===== src/rtl/johnson_pkg.sv =====
// Shared types and defaults for the Johnson step sequencer slice.
package johnson_pkg;

    // Sequencer control states
    typedef enum logic {
        IDLE = 1'b0,
        RUN  = 1'b1
    } state_t;

    // Default geometry: Johnson stages, step-count width, rate-divider width
    localparam int DEF_WIDTH = 4;
    localparam int DEF_CNT_W = 16;
    localparam int DEF_DIV_W = 8;

    // Step direction encoding as seen on cmd_dir
    localparam logic DIR_FWD = 1'b0;
    localparam logic DIR_REV = 1'b1;

endpackage


===== src/rtl/johnson_shift.sv =====
// Bidirectional Johnson register: one step per enabled edge, holds otherwise.
module johnson_shift
    import johnson_pkg::*;
#(
    parameter int WIDTH = DEF_WIDTH
)(
    input  logic             clk,
    input  logic             rst_n,
    input  logic             en,
    input  logic             dir,
    output logic [WIDTH-1:0] q
);

    // Forward feeds the inverted MSB into the LSB; reverse feeds the inverted LSB into the MSB
    always_ff @(posedge clk or negedge rst_n) begin
        if (!rst_n) begin
            q <= '0;
        end else if (en) begin
            if (dir == DIR_FWD) begin
                q <= {q[WIDTH-2:0], ~q[WIDTH-1]};
            end else begin
                q <= {~q[0], q[WIDTH-1:1]};
            end
        end
    end

endmodule


===== src/rtl/johnson_step_sequencer.sv =====
// Command-driven sequencer that steps a Johnson counter at a divided rate.
// A command (steps, dir, div) is taken through a valid/ready handshake; the
// phase pattern is held between commands so the next one continues from it.
module johnson_step_sequencer
    import johnson_pkg::*;
#(
    parameter int WIDTH = DEF_WIDTH,
    parameter int CNT_W = DEF_CNT_W,
    parameter int DIV_W = DEF_DIV_W
)(
    input  logic             clk,
    input  logic             rst_n,
    input  logic             cmd_valid,
    output logic             cmd_ready,
    input  logic [CNT_W-1:0] cmd_steps,
    input  logic             cmd_dir,
    input  logic [DIV_W-1:0] cmd_div,
    input  logic             abort,
    output logic [WIDTH-1:0] q,
    output logic             busy,
    output logic             done,
    output logic [CNT_W-1:0] steps_left
);

    state_t             state;
    state_t             state_n;
    logic [DIV_W-1:0]   div_cnt;
    logic [DIV_W-1:0]   div_cnt_n;
    logic [DIV_W-1:0]   div_lat;
    logic [DIV_W-1:0]   div_lat_n;
    logic               dir_lat;
    logic               dir_lat_n;
    logic [CNT_W-1:0]   steps_left_n;
    logic               busy_n;
    logic               done_n;
    logic               cmd_ready_n;
    logic               step_en;

    johnson_shift #(
        .WIDTH (WIDTH)
    ) u_shift (
        .clk   (clk),
        .rst_n (rst_n),
        .en    (step_en),
        .dir   (dir_lat),
        .q     (q)
    );

    // State register
    always_ff @(posedge clk or negedge rst_n) begin
        if (!rst_n) begin
            state <= IDLE;
        end else begin
            state <= state_n;
        end
    end

    // Divider, step counter, latched command and registered status outputs
    always_ff @(posedge clk or negedge rst_n) begin
        if (!rst_n) begin
            div_cnt    <= '0;
            div_lat    <= '0;
            dir_lat    <= DIR_FWD;
            steps_left <= '0;
            busy       <= 1'b0;
            done       <= 1'b0;
            cmd_ready  <= 1'b1;
        end else begin
            div_cnt    <= div_cnt_n;
            div_lat    <= div_lat_n;
            dir_lat    <= dir_lat_n;
            steps_left <= steps_left_n;
            busy       <= busy_n;
            done       <= done_n;
            cmd_ready  <= cmd_ready_n;
        end
    end

    // Next-state logic; abort takes priority over a pending step, including the final one
    always_comb begin
        state_n      = state;
        div_cnt_n    = div_cnt;
        div_lat_n    = div_lat;
        dir_lat_n    = dir_lat;
        steps_left_n = steps_left;
        busy_n       = busy;
        done_n       = 1'b0;
        cmd_ready_n  = cmd_ready;
        step_en      = 1'b0;

        case (state)
            IDLE: begin
                if (cmd_valid && cmd_ready) begin
                    div_lat_n    = cmd_div;
                    dir_lat_n    = cmd_dir;
                    steps_left_n = cmd_steps;
                    div_cnt_n    = '0;
                    if (cmd_steps != '0) begin
                        state_n     = RUN;
                        busy_n      = 1'b1;
                        cmd_ready_n = 1'b0;
                    end else begin
                        done_n = 1'b1;
                    end
                end
            end
            RUN: begin
                if (abort) begin
                    state_n     = IDLE;
                    busy_n      = 1'b0;
                    cmd_ready_n = 1'b1;
                    div_cnt_n   = '0;
                end else if (div_cnt == div_lat) begin
                    step_en      = 1'b1;
                    steps_left_n = steps_left - CNT_W'(1);
                    div_cnt_n    = '0;
                    if (steps_left == CNT_W'(1)) begin
                        state_n     = IDLE;
                        busy_n      = 1'b0;
                        cmd_ready_n = 1'b1;
                        done_n      = 1'b1;
                    end
                end else begin
                    div_cnt_n = div_cnt + DIV_W'(1);
                end
            end
            default: begin
                state_n     = IDLE;
                busy_n      = 1'b0;
                cmd_ready_n = 1'b1;
            end
        endcase
    end

endmodule


===== config.mk =====
export PLATFORM = sky130hd
export DESIGN_NAME = johnson_step_sequencer
export DESIGN_NICKNAME = d
export VERILOG_FILES = /design/src/rtl/johnson_pkg.sv /design/src/rtl/johnson_shift.sv /design/src/rtl/johnson_step_sequencer.sv
export SDC_FILE = /design/constraint.sdc
export NUM_CORES = 1
export LEC_CHECK = 0
export ABC_AREA = 1
export ABC_CLOCK_PERIOD_IN_PS = 2200
export CORE_UTILIZATION = 40
export CTS_CLUSTER_DIAMETER = 120
export DETAILED_ROUTE_END_ITERATION = 6
export PLACE_DENSITY = 0.75
export SYNTH_ARGS = -nofsm -noshare
export SYNTH_HDL_FRONTEND = slang
export SYNTH_SLANG_ARGS = --single-unit

===== constraint.sdc =====
create_clock -name clk -period 2.2 [get_ports clk]
set_input_delay 0.44 -clock clk [delete_from_list [all_inputs] [get_ports clk]]
set_output_delay 0.44 -clock clk [all_outputs]
set_load 0.02 [all_outputs]

# Word level (Yosys, flattened, before mapping)
# Index checks and enable logic that the tools add are counted.
[word_totals]
ff_bits = 41
input_bits = 29
output_inout_bits = 23
wordCells = 63
[classes]
n_eq_ne = 8
reduce_logical = 5
mux = 36
addsub = 2
n_bitwise = 3
[ops]
columns = ["operator", "count"]
rows = [
  ["two-way mux 16 bit", 3],
  ["one-hot mux 16 bit (2 select lines)", 1],
  ["two-way mux 8 bit", 3],
  ["two-way mux 1 bit", 23],
  ["== test 16 x 1 -> 1 bit (second input constant)", 1],
  ["one-hot mux 8 bit (2 select lines)", 1],
  ["nonzero test 16 bit", 1],
  ["subtractor 16 x 1 -> 16 bit (second input constant)", 1],
  ["adder 8 x 1 -> 8 bit (second input constant)", 1],
  ["== test 8 bit", 1],
  ["one-hot mux 1 bit (2 select lines)", 4],
  ["!= test 2 bit (second input constant)", 3],
  ["!= test 3 x 2 -> 1 bit (second input constant)", 2],
  ["two-way mux 4 bit", 1],
  ["AND reduction 4 bit", 1],
  ["NOT 1 bit", 3],
  ["AND reduction 3 bit", 1],
  ["!= test 2 x 1 -> 1 bit (second input constant)", 1],
  ["AND reduction 2 bit", 1],
  ["logical AND 1 bit", 1],
]

# Logic depth before layout (Yosys ltp)
[logic_depth]
ltp_word = 5
ltp_mapped = 10
mapped_depth_nobuf = 10

# Hierarchy
# A second synthesis with hierarchy kept.
[hier_totals]
cells_unflattened = 375
hier_area_um2 = 2640.0
[modules_own_cells]
columns = ["mod", "area_each_um2", "cells_each", "instances", "seq_area_each_um2"]
rows = [
  ["johnson_step_sequencer", 2437.3, 345, 1, 927.1],
  ["johnson_shift", 202.7, 30, 1, 100.1],
]

# Worst setup path before layout
# No wires, ideal clock.
[synth_path]
path_type = "register -> register"
from = "register steps_left[0]"
to = "register steps_left[14]"
path_slack_ns = 0.700
t_arrival_ns = 1.381
path_buffers = 0
stages_incl_launch_ff = 10
setup_ns = 0.119
period_less_slack_ns = 1.500
required_ns = 2.081
cell_sequence = "dfrtp_1 -> inv_1 -> ha_1 -> nand2_1 -> nor2_2 -> nand3_1 -> nand3_1 -> nand2_1 -> nand2_2 -> o21ai_2"
[synth_between]
elab_chain_len = 4
[synth_rtl]
columns = ["element", "line", "source"]
rows = [
  ["from (decl)", "johnson_step_sequencer.sv:22", "output logic [CNT_W-1:0] steps_left"],
  ["from (signal assigned)", "johnson_step_sequencer.sv:72", "steps_left <= steps_left_n;"],
  ["subtractor 16 x 1 -> 16 bit", "johnson_step_sequencer.sv:115", "steps_left_n = steps_left - CNT_W'(1);"],
  ["two-way mux 16 bit", "johnson_step_sequencer.sv:113", "end else if (div_cnt == div_lat) begin"],
  ["two-way mux 16 bit", "johnson_step_sequencer.sv:108", "if (abort) begin"],
  ["one-hot mux 16 bit (2 select lines)", "johnson_step_sequencer.sv:91", "case (state)"],
]
# No other way between the ends. The select of a mux whose other input is x is not followed.
# A chain may end at the register's enable or synchronous reset.

# Worst setup path after layout
[layout_path]
from = "register cmd_ready"
to = "output cmd_ready"
[layout_rtl]
columns = ["element", "line", "source"]
rows = [
  ["from (decl)", "johnson_step_sequencer.sv:14", "output logic cmd_ready,"],
  ["from (signal assigned)", "johnson_step_sequencer.sv:75", "cmd_ready <= cmd_ready_n;"],
]
# No word-level cell between the ends.

==> flow_summary.ini <==
[floorplanning]
die_area_sq_mm = 0.00702
die_h_um = 83.8
fp-row-count = 29
start_util = 0.419
coreArea_sq_mm = 0.00639
io_pins = 52
die_x_um = 83.8

[synthesis]
syn_area_sq_mm = 0.00268
yosys.area_share.simple = 0.390
synth.avg_cell_area_sq_um = 7.02
synthDistinctLibCells = 32
synth_mux_area_frac = 0
synth_top_family_by_area = simple AND/OR/NAND/NOR gates
ys_warn_count = 0
synthXorXnorAreaFrac = 0.0295
syn_inst = 381
synth_compound_area_frac = 0.0931
ys_seq_elements = 41
syn_nets = 413
seq_area_frac_synth = 0.384
synth_adder_area_share = 0.0140

[global_routing]
overflow = 0
grt_pass1_wl_um = 11300
first_global_vias = 2478
grt_use_total = 0.200
antenna_found_initial = 0
grt_start_max_net_pins = 42

[detailed_routing]
drcViolationCount = 0
first_pass_iters = 4
wl_per_cell_um = 12.8
vias = 2556
wl_um = 6540
vias_per_cell = 4.99
drtIter0Drc = 104
antenna_left = 0

[setup_path]
max_stage_delay_ns = 0.61
critPathArrivalTime_ns = 1.47
path_max_fanout = 3
critical_path.cell_chain = clkdlybuf4s50_1
slowest_stage = clkdlybuf4s50_1
critPathRequiredTime_ns = 1.76
r2r_slack_ns = 0.55
worstSetupEndpointType = output port
reg2reg_depth = 9
cp-start-kind = flip-flop
timing.rr.end = steps_left[6]
worstSetupPathType = reg -> out
r2r-start = steps_left[0]
worstSetupStartpoint = cmd_ready
cp_num_buf_inv = 1
cp_top_family = buffers and inverters

[cells_and_area]
multiInputGateArea_sq_mm = 0.00141
nFillCells = 615
syn2layout_area_growth_pct = 25.3
layout.nets = 466
seqCellArea_sq_mm = 0.00103
antenna_cells = 0
drive_gt1_frac = 0.126
fin_cells = 512

[power]
cellLeakagePower_nw = 1.56
ir_drop_mv = 0.354
power.density_mw_per_mm2 = 446

[clock_tree]
cts.sinks = 41
cts_buffers = 5
cts_max_path_buffers = 2
cts_root_buffer = clkbuf_8
cts-hold-fix-buffers = 0
post_cts_resized = 0
clock_latency_ns = 0.30
path_clk_slew_ns = 0.08
cts_tree = built
cts_setup_buffers = 0
h-tree-depth = 2

[placed_design]
hpwl_um = 4960
dp.cells = 504
post-place-ws_ns = 0.315
place_congestion = 0.872
portBuffers = 51

[outcome]
outcome = completed

[sta]
tns_ns = 0
period_share = 0.867
worst_slack_ns = 0.292
relSlewSlack = 0.630
tightestPinTransition_ns = 0.555
finClkSkew_ns = 0.00713
hold_viol_final = 0
rsz0062_at_grt = no
max_freq_mhz = 524
finalSetupViolations = 0
holdWs_ns = 0.200
final_max_slew_viol_count = 0
finalCriticalPeriod_ns = 1.91

[min_path]
min_path_type = in -> async

[job]
maxCapViolCount = 0
-- synthesized netlist by cell type --
| master | instances | share of area |
|---|---|---|
| nor3_4 | 1 | 0.0061 |
| nand3_4 | 1 | 0.0065 |
| buf_1 | 1 | 0.0014 |
| inv_2 | 4 | 0.0056 |
| o21ai_2 | 14 | 0.046 |
| clkbuf_1 | 2 | 0.0028 |
| nor2_2 | 4 | 0.0094 |
| nand2_1 | 139 | 0.20 |
| nand4_1 | 2 | 0.0047 |
| nor2_1 | 45 | 0.063 |
| dfstp_2 | 1 | 0.0098 |
| ha_1 | 3 | 0.014 |
| nor3_1 | 3 | 0.0056 |
| nand3_1 | 27 | 0.051 |
| xor2_1 | 4 | 0.013 |
| nand2_4 | 2 | 0.0084 |
| inv_1 | 36 | 0.051 |
| a21oi_1 | 5 | 0.0094 |
| buf_12 | 2 | 0.015 |
| o21ai_0 | 17 | 0.032 |
| nand2_2 | 11 | 0.026 |
| nand3_2 | 1 | 0.0037 |
| inv_4 | 1 | 0.0023 |
| nor2_4 | 2 | 0.0084 |
| or2_2 | 1 | 0.0023 |
| buf_2 | 2 | 0.0037 |
| buf_4 | 1 | 0.0028 |
| xnor2_1 | 5 | 0.016 |
| dfrtp_1 | 40 | 0.37 |
| buf_8 | 1 | 0.0056 |
| o22ai_1 | 1 | 0.0023 |
| o21ai_1 | 2 | 0.0037 |
-- cell type report --
type | instances | area share
timing repair buffer | 55 | 0.163
inverter | 41 | 0.0467
clock buffer | 7 | 0.0258
sequential | 41 | 0.306
clock inverter | 1 | 0.00896
tap | 77 | 0.0287
multi-input combinational | 290 | 0.420
-- through the flow --
| stage | power [mW] | util | area [sq um] |
|---|---|---|---|
| after floorplan | 0.787 | - | 2680 |
| after global placement | 0.861 | 0.507 | 3240 |
| after detailed placement | 0.860 | 0.507 | 3240 |
| after CTS | 1.50 | 0.525 | 3350 |
| after global routing | 1.54 | 0.525 | 3350 |
| final | 1.50 | 0.525 | 3350 |
-- state kept, by name, summed over array words and instances (netlist names) --
register and count:
u_shift.q 4, busy 1, done 1, state 1, div_lat 8, div_cnt 8
dir_lat 1, steps_left 16, cmd_ready 1
-- worst max-delay path by stage --
| stage | end | cells after the start | slack, ns |
|---|---|---|---|
| finish | cmd_ready | 1 | 0.29 |
| global route | cmd_ready | 1 | 0.25 |
| CTS | cmd_ready | 1 | 0.29 |
| detailed placement | steps_left[9] | 7 | 0.32 |
| global placement | steps_left[10] | 7 | 0.35 |
| floorplan | steps_left[14] | 9 | 0.70 |
-- metal layers --
layer	routed length (um)	global-route usage
met1	2960	0.255
met2	3220	0.347
met3	298	0.0396
met4	59	0.0508
met5	0	0
-- cells by family (layout without fill, tap and decap cells) --
logic type / count (synthesis) / count (layout)
adder cells (fa/ha/maj): 3 / 3
buffers and inverters: 50 / 104
AND/OR/NAND/NOR: 239 / 239
flip-flops: 41 / 41
AO/OA/AOI/OAI: 39 / 39
XOR/XNOR: 9 / 9
-- cell usage in the layout, fill, tap and decap left out --
| master | instances |
|---|---|
| or2_2 | 1 |
| nand2_2 | 11 |
| o21ai_1 | 2 |
| ha_1 | 3 |
| nand3_4 | 1 |
| nand4_1 | 2 |
| nor2_4 | 2 |
| o22ai_1 | 1 |
| nand3_1 | 27 |
| buf_2 | 1 |
| nand2_4 | 2 |
| inv_1 | 36 |
| nor3_1 | 3 |
| nor2_1 | 45 |
| buf_12 | 1 |
| dfrtp_1 | 40 |
| dfstp_2 | 1 |
| nand2_1 | 139 |
| clkbuf_1 | 1 |
| bufinv_16 | 1 |
| inv_4 | 1 |
| o21ai_0 | 17 |
| nor2_2 | 4 |
| clkdlybuf4s50_1 | 50 |
| nor3_4 | 1 |
| xnor2_1 | 5 |
| nand3_2 | 1 |
| a21oi_1 | 5 |
| clkbuf_8 | 6 |
| inv_2 | 4 |
| buf_4 | 3 |
| o21ai_2 | 14 |
| xor2_1 | 4 |
-- report_power, final --
| part | internal, mW | leakage [nW] | switching, mW | total [mW] |
|---|---|---|---|---|
| Clock | 0.370 | 0.0585 | 0.281 | 0.651 |
| Sequential | 0.753 | 0.470 | 0 | 0.753 |
| Combinational | 0.0528 | 1.03 | 0.0389 | 0.0917 |
| Total | 1.18 | 1.56 | 0.320 | 1.50 |
No activity file was read; power rests on OpenSTA's default activity.
